File: src/rtl/axi_line_adapter_pkg.sv
// Shared AXI definitions for the line adapter: request/response bundles,
// FSM state encodings and AXI burst/size constants.
package axi_line_adapter_pkg;

    localparam logic [2:0] S_IDLE = 3'd0;
    localparam logic [2:0] S_AR   = 3'd1;
    localparam logic [2:0] S_R    = 3'd2;
    localparam logic [2:0] S_AW   = 3'd3;
    localparam logic [2:0] S_W    = 3'd4;
    localparam logic [2:0] S_B    = 3'd5;

    localparam logic [1:0] INCR    = 2'b01;
    localparam logic [2:0] SIZE_4B = 3'b010;

    typedef struct packed {
        logic [31:0] araddr;
        logic [7:0]  arlen;
        logic [2:0]  arsize;
        logic [1:0]  arburst;
        logic        arlock;
        logic [3:0]  arcache;
        logic [2:0]  arprot;
        logic        arvalid;
        logic        rready;
        logic [31:0] awaddr;
        logic [7:0]  awlen;
        logic [2:0]  awsize;
        logic [1:0]  awburst;
        logic        awlock;
        logic [3:0]  awcache;
        logic [2:0]  awprot;
        logic        awvalid;
        logic [31:0] wdata;
        logic [3:0]  wstrb;
        logic        wlast;
        logic        wvalid;
        logic        bready;
    } axi_req_t;

    typedef struct packed {
        logic        arready;
        logic [31:0] rdata;
        logic [1:0]  rresp;
        logic        rlast;
        logic        rvalid;
        logic        awready;
        logic        wready;
        logic [1:0]  bresp;
        logic        bvalid;
    } axi_resp_t;

endpackage

File: src/rtl/axi_line_adapter.sv
// Cache-line to AXI4 burst adapter: one outstanding line read or write,
// writes served before reads when both are requested in IDLE.
// Ports: clk, rst (sync, active high); rd_req/rd_addr -> rd_valid/rd_line;
// wr_req/wr_addr/wr_line -> wr_done; busy; axi_req/axi_resp master bundle;
// err (sticky response error) only when AXI_LINE_ERR_EN is defined.
module axi_line_adapter
    import axi_line_adapter_pkg::*;
#(
    parameter int LINE_WORDS = 8
) (
    input  logic                    clk,
    input  logic                    rst,
    input  logic                    rd_req,
    input  logic [31:0]             rd_addr,
    output logic                    rd_valid,
    output logic [32*LINE_WORDS-1:0] rd_line,
    input  logic                    wr_req,
    input  logic [31:0]             wr_addr,
    input  logic [32*LINE_WORDS-1:0] wr_line,
    output logic                    wr_done,
    output logic                    busy,
    output axi_req_t                axi_req,
    input  axi_resp_t               axi_resp
`ifdef AXI_LINE_ERR_EN
    ,
    output logic                    err
`endif
);

    localparam int CW = $clog2(LINE_WORDS) + 1;
    localparam int IW = (LINE_WORDS > 1) ? $clog2(LINE_WORDS) : 1;
    localparam int OB = $clog2(LINE_WORDS * 4);
    localparam logic [31:0]   AMASK = ~((32'd1 << OB) - 32'd1);
    localparam logic [CW-1:0] LAST  = CW'(LINE_WORDS - 1);

    logic [2:0]                    state;
    logic [CW-1:0]                 cnt;
    logic [IW-1:0]                 widx;
    logic [31:0]                   addr;
    logic [LINE_WORDS-1:0][31:0]   line_q;
    logic [LINE_WORDS-1:0][31:0]   wbuf;
    logic                          beat_last;
    logic                          ar_hs;
    logic                          r_hs;
    logic                          aw_hs;
    logic                          w_hs;
    logic                          b_hs;

    assign widx      = cnt[IW-1:0];
    assign beat_last = (cnt == LAST);
    assign ar_hs     = axi_req.arvalid & axi_resp.arready;
    assign r_hs      = axi_req.rready  & axi_resp.rvalid;
    assign aw_hs     = axi_req.awvalid & axi_resp.awready;
    assign w_hs      = axi_req.wvalid  & axi_resp.wready;
    assign b_hs      = axi_req.bready  & axi_resp.bvalid;
    assign rd_line   = line_q;
    assign busy      = (state != S_IDLE);

    always_ff @(posedge clk) begin
        if (rst) begin
            state    <= S_IDLE;
            cnt      <= '0;
            addr     <= '0;
            line_q   <= '0;
            wbuf     <= '0;
            rd_valid <= 1'b0;
            wr_done  <= 1'b0;
        end else begin
            rd_valid <= 1'b0;
            wr_done  <= 1'b0;
            unique case (state)
                S_IDLE: begin
                    if (wr_req) begin
                        addr  <= wr_addr;
                        wbuf  <= wr_line;
                        state <= S_AW;
                    end else if (rd_req) begin
                        addr  <= rd_addr;
                        state <= S_AR;
                    end
                end
                S_AR: begin
                    if (ar_hs) begin
                        cnt   <= '0;
                        state <= S_R;
                    end
                end
                S_R: begin
                    // completion is counted, rlast is not trusted
                    if (r_hs) begin
                        line_q[widx] <= axi_resp.rdata;
                        cnt          <= cnt + 1'b1;
                        if (beat_last) begin
                            rd_valid <= 1'b1;
                            state    <= S_IDLE;
                        end
                    end
                end
                S_AW: begin
                    if (aw_hs) begin
                        cnt   <= '0;
                        state <= S_W;
                    end
                end
                S_W: begin
                    if (w_hs) begin
                        cnt <= cnt + 1'b1;
                        if (beat_last) state <= S_B;
                    end
                end
                S_B: begin
                    if (b_hs) begin
                        wr_done <= 1'b1;
                        state   <= S_IDLE;
                    end
                end
                default: state <= S_IDLE;
            endcase
        end
    end

    always_comb begin
        axi_req         = '0;
        axi_req.araddr  = addr & AMASK;
        axi_req.arlen   = 8'(LINE_WORDS - 1);
        axi_req.arsize  = SIZE_4B;
        axi_req.arburst = INCR;
        axi_req.arvalid = (state == S_AR);
        axi_req.rready  = (state == S_R);
        axi_req.awaddr  = addr & AMASK;
        axi_req.awlen   = 8'(LINE_WORDS - 1);
        axi_req.awsize  = SIZE_4B;
        axi_req.awburst = INCR;
        axi_req.awvalid = (state == S_AW);
        axi_req.wdata   = wbuf[widx];
        axi_req.wstrb   = 4'hF;
        axi_req.wlast   = beat_last;
        axi_req.wvalid  = (state == S_W);
        axi_req.bready  = (state == S_B);
    end

`ifdef AXI_LINE_ERR_EN
    logic r_bad;
    logic b_bad;

    // rlast must coincide with the counted final beat
    assign r_bad = r_hs & ((axi_resp.rresp != 2'b00) |
                           (axi_resp.rlast != beat_last));
    assign b_bad = b_hs & (axi_resp.bresp != 2'b00);

    always_ff @(posedge clk) begin
        if (rst) begin
            err <= 1'b0;
        end else if (r_bad | b_bad) begin
            err <= 1'b1;
        end
    end
`else
    logic unused_resp;
    assign unused_resp = ^{axi_resp.rresp, axi_resp.rlast, axi_resp.bresp};
`endif

endmodule

File: config.mk
export PLATFORM = sky130hd
export DESIGN_NAME = axi_line_adapter
export DESIGN_NICKNAME = d
export VERILOG_FILES = /design/src/rtl/axi_line_adapter_pkg.sv /design/src/rtl/axi_line_adapter.sv
export SDC_FILE = /design/constraint.sdc
export NUM_CORES = 1
export LEC_CHECK = 0
export ABC_CLOCK_PERIOD_IN_PS = 3150
export CORE_ASPECT_RATIO = 0.7
export CORE_MARGIN = 3
export CORE_UTILIZATION = 25
export CTS_CLUSTER_DIAMETER = 200
export CTS_CLUSTER_SIZE = 12
export DETAILED_ROUTE_END_ITERATION = 6
export PLACE_DENSITY = 0.59
export SLEW_MARGIN = 20
export SYNTH_ARGS = -nofsm -noshare
export SYNTH_HDL_FRONTEND = slang
export SYNTH_SLANG_ARGS = --single-unit
File: constraint.sdc
create_clock -name clk -period 3.15 [get_ports clk]
set_input_delay 0.4725 -clock clk [delete_from_list [all_inputs] [get_ports clk]]
set_output_delay 0.4725 -clock clk [all_outputs]
set_load 0.005 [all_outputs]
* Yosys cells after proc, flatten, opt, wreduce, memory -nomap -nowiden
Cells that the tools add are included.
** Storage, ports and cells
- Output and inout bits :: 407
- Flip-flop bits (word level) :: 553
- Logic and storage cells :: 82
- Input bits :: 366
** Cells by class
- Muxes and demuxes :: 24
- Bitwise logic cells :: 8
- Add/sub/neg operators :: 1
- Equal/unequal tests :: 14
- Magnitude comparators :: 2
- Reduce and logical (&&, ||, !) cells :: 12
** Operator list (count)
- 256-bit bitwise mux :: 1
- 32-bit 2-to-1 mux :: 4
- 32-bit binary-select mux with 3-bit select :: 1
- 32-bit demux with 3-bit select :: 1
- 3-bit 2-to-1 mux :: 9
- 3-bit one-hot mux with 6 select lines :: 1
- 4-bit 2-to-1 mux :: 4
- 4-bit one-hot mux with 4 select lines :: 1
- 2-bit by 1-bit != test with 1-bit output, second input constant :: 7
- 8-bit AND reduction :: 1
- 3-bit by 2-bit equality test with 1-bit output, second input constant :: 2
- 3-bit equality test, second input constant :: 2
- 2-bit AND reduction :: 3
- 1-bit bitwise AND :: 5
- 5-bit AND reduction :: 1
- 4-bit by 1-bit adder with 4-bit output, second input constant :: 1
- 4-bit by 3-bit equality test with 1-bit output, second input constant :: 1
- 3-bit by 4-bit < comparator with 1-bit output, second input constant :: 1
- 4-bit nonzero test :: 1
- 3-bit by 1-bit equality test with 1-bit output, second input constant :: 1
- 3-bit by 1-bit greater-or-equal comparator with 1-bit output, second input constant :: 1
- 3-bit logical NOT :: 1
- 3-bit != test, second input constant :: 1
- 1-bit inverter :: 3
- 6 further kinds :: 7

* Longest topological paths before layout
- Depth in word-level cells :: 5
- Depth in mapped cells :: 8
- Depth with buffers taken out :: 5

* Worst setup path after synthesis
OpenSTA, ideal clock, no wires.
- Path kind :: flip-flop to output port
- Start point :: reg cnt[0]
- End point :: out axi_req[24] (netlist bit)
- Path buffers :: 2
- Arrival time :: 1.507 ns
- Required time :: 2.677 ns
- Cell stages (with the launch flop) :: 6
- Path slack :: 1.171 ns
- Cell sequence :: dfxtp_1 -> buf_4 -> buf_4 -> mux2_2 -> a221oi_1 -> o21ai_0
** RTL lines
- from (decl) :: RTL line axi_line_adapter.sv:37 : logic [CW-1:0] cnt;
- from (signal assigned) :: RTL line axi_line_adapter.sv:92 : cnt <= cnt + 1'b1;
- from (signal assigned) :: RTL line axi_line_adapter.sv:107 : cnt <= cnt + 1'b1;
- to (decl) :: RTL line axi_line_adapter.sv:22 : output axi_req_t axi_req,

==> flow_summary.json <==
{
  "start_kind": "flop",
  "grt_pass1_wl_mm": 137,
  "core_area_um2": 87200,
  "setup_slack_ps": 60.6,
  "hold_depth": 2,
  "path_cells": "buf_16, mux2_2, a221oi_1, o22ai_1, dlygate4sd2_1",
  "peakVddDrop_uv": 401,
  "overflow": 0,
  "worstPathArrival_ps": 2620,
  "min_from": "rst",
  "slew-limit-headroom_pct": 56.9,
  "wl_per_cell_um": 21.7,
  "r2r_start": "state[1]",
  "grt_use_total_pct": 19.9,
  "synth_ff_type": "dfxtp_1",
  "slew_violations": 0,
  "cts_sinks": 548,
  "nets": 3719,
  "yosysWarnings": 0,
  "crit_family": "buffers and inverters",
  "grt_setup_unrepaired": "yes",
  "end_kind": "output pin",
  "synth-seq-cells": 548,
  "synth_xor_area_share_pct": 0.0731,
  "io_pins": 773,
  "finalWirelength_mm": 98.0,
  "place_congestion": 0.889,
  "critPathMaxFanout": 15,
  "tritoncts": "yes",
  "slowest_delay_ps": 420,
  "fin_worst_skew_ps": 34.9,
  "netlist_area_um2": 22300,
  "muxShareOfSynthArea_pct": 6.04,
  "final-seq-area_um2": 11000,
  "dr.pass1.iters": 5,
  "grt_pass1_vias": 19400,
  "drc": 0,
  "nFillCells": 9072,
  "vias_per_cell": 4.70,
  "seq_area_frac_synth_pct": 49.3,
  "drt_iter0_drc": 1913,
  "synth_edf_count": 0,
  "drive_gt1_share_pct": 7.15,
  "r2r_cells": 5,
  "min_period_over_period_pct": 98.1,
  "outcome": "complete, no violations",
  "synth_top_family_by_area": "simple AND/OR/NAND/NOR gates",
  "worstPathBufferInverterCount": 2,
  "root_buffer": "clkbuf_16",
  "area_growth_pct": 42.0,
  "cp.depth": 5,
  "antenna_found_initial": 17,
  "port_buffers": 701,
  "holdBufCountCts": 0,
  "grt_max_degree": 109,
  "htreeDepth": 2,
  "synth_fa_ha_area_share_pct": 0.0562,
  "initial_core_util_pct": 25.5,
  "whs_ps": 313,
  "fin_util_pct": 36.3,
  "clk_pin_slew_worst_paths_ps": 80,
  "die_h_um": 256,
  "p_leak_nw": 11.1,
  "ant_nets": 0,
  "power.density_nw_per_um2": 606,
  "cts_buffers": 51,
  "place_ws_ps": 409,
  "r2r_slack_ps": 870,
  "hold_viol": 0,
  "hp-class": "in -> reg",
  "dr_total_vias": 21200,
  "worstMarginPinSlew_ps": 647,
  "die-area_um2": 92700,
  "critical_path_required_ps": 2680,
  "finalCriticalPeriod_ps": 3090,
  "netlist_instances": 2780,
  "startpoint": "cnt[1]",
  "core.rowCount": 90,
  "synth_cell_types": 56,
  "setup_viol": 0,
  "multiInputGateArea_um2": 9730,
  "crit_type": "reg -> out",
  "insertion_delay_ps": 610,
  "fmax_mhz": 324,
  "cp_slowest_cell": "mux2_2",
  "fp.dieW_um": 363,
  "avgSynthCellArea_um2": 8.01,
  "dp_hpwl_mm": 72.0,
  "synth_compound_area_share_pct": 15.3,
  "cap_viol_max_count": 0,
  "clk_path_buf_depth": 3,
  "setup_tns_ps": 0,
  "async_reset_ff_share_pct": 0,
  "synth-simple-area-share_pct": 20.5
}
==> kinds of logic after synthesis <==
family                   after synthesis
AND/OR/NAND/NOR                     1174
multiplexers                          95
XOR/XNOR                               1
buffers and inverters                336
flip-flops                           548
adder cells (fa/ha/maj)                1
AO/OA/AOI/OAI                        623
other                                  2
==> synth_stat cells (all sizes together) (8+ instances only) <==
| master | n | area, um2 |
|---|---|---|
| a211oi | 28 | 210 |
| a21oi | 521 | 2610 |
| a221oi | 27 | 243 |
| a22oi | 9 | 67.6 |
| buf | 228 | 1530 |
| clkbuf | 100 | 375 |
| dfxtp | 548 | 11000 |
| inv | 8 | 30.0 |
| mux2 | 24 | 270 |
| mux2i | 42 | 420 |
| mux4 | 29 | 653 |
| nand2 | 1076 | 4040 |
| nand3 | 10 | 50.1 |
| nor2 | 52 | 205 |
| nor3 | 8 | 66.3 |
| o21ai | 9 | 45.0 |
| o22ai | 9 | 56.3 |
==> cell type report <==
cell class,instances,share of cell area [%]
clock buffers,53,4.13
well taps,1150,4.55
diodes,15,0.119
multi-input cells,1950,30.8
inverters,8,0.0950
flip-flops and latches,548,34.7
clock inverters,3,0.174
repair buffers,793,25.4
==> state kept, by name (all words and copies together) (netlist names) <==
| register | flops |
|---|---|
| addr | 27 |
| wbuf | 256 |
| wr_done | 1 |
| state | 3 |
| rd_line | 256 |
| cnt | 4 |
| rd_valid | 1 |
==> report_power, final <==
group          switching [W]  leakage, nW  internal (W)
clock                0.00275        0.668       0.00299
combinational        0.00274         5.97       0.00228
sequential          0.000624         4.46       0.00777
total                0.00612         11.1        0.0130
==> repair_timing <==
action                     CTS  global route
resized for setup           38            26
cloned                       0             2
setup endpoints to repair   30            17
pin swaps                    0             2
buffers inserted             5            12
==> stage by stage <==
stage / std cells / instance area (um2) / power, W
after floorplan: 2834 / 22500 / 0.0112
after CTS: 4491 / 31300 / 0.0192
after global placement: 4430 / 29800 / 0.0134
final: 4520 / 31600 / 0.0192
after detailed placement: 4430 / 29800 / 0.0134
after global routing: 4517 / 31600 / 0.0201
==> path summary, 6_finish.rpt <==
kind / endpoint
max reg2reg: rd_line[78]
min reg2reg: rd_line[98]
max: axi_req[28]
min: wbuf[253]
==> metal layers <==
metal	vias to the layer above	wire length, um	global-route usage [%]
met3	141	9500	6.98
li1	10100	-	-
met1	10200	43700	27.4
met5	-	59	0
met4	10	2870	6.46
met2	802	42000	29.0
==> layout by cell type, fill, tap and decap left out, drive strengths merged, types with 4 or more instances in the layout <==
| master | Yosys | layout |
|---|---|---|
| nand2 | 1076 | 1076 |
| clkdlybuf4s50 | 0 | 684 |
| dfxtp | 548 | 548 |
| a21oi | 521 | 521 |
| buf | 228 | 91 |
| conb | 2 | 56 |
| clkbuf | 100 | 56 |
| nor2 | 52 | 52 |
| mux2i | 42 | 42 |
| mux4 | 29 | 29 |
| a211oi | 28 | 28 |
| a221oi | 27 | 27 |
| mux2 | 24 | 24 |
| diode | 0 | 15 |
| nand3 | 10 | 10 |
| a22oi | 9 | 9 |
| o22ai | 9 | 9 |
| o21ai | 9 | 9 |
| inv | 8 | 9 |
| dlymetal6s2s | 0 | 8 |
| nor3 | 8 | 8 |
| and3 | 7 | 7 |
| dlygate4sd2 | 0 | 6 |
| o2bb2ai | 4 | 4 |
| o221ai | 4 | 4 |
| nor2b | 4 | 4 |
Note: power is estimated with default switching activity, not from simulation.
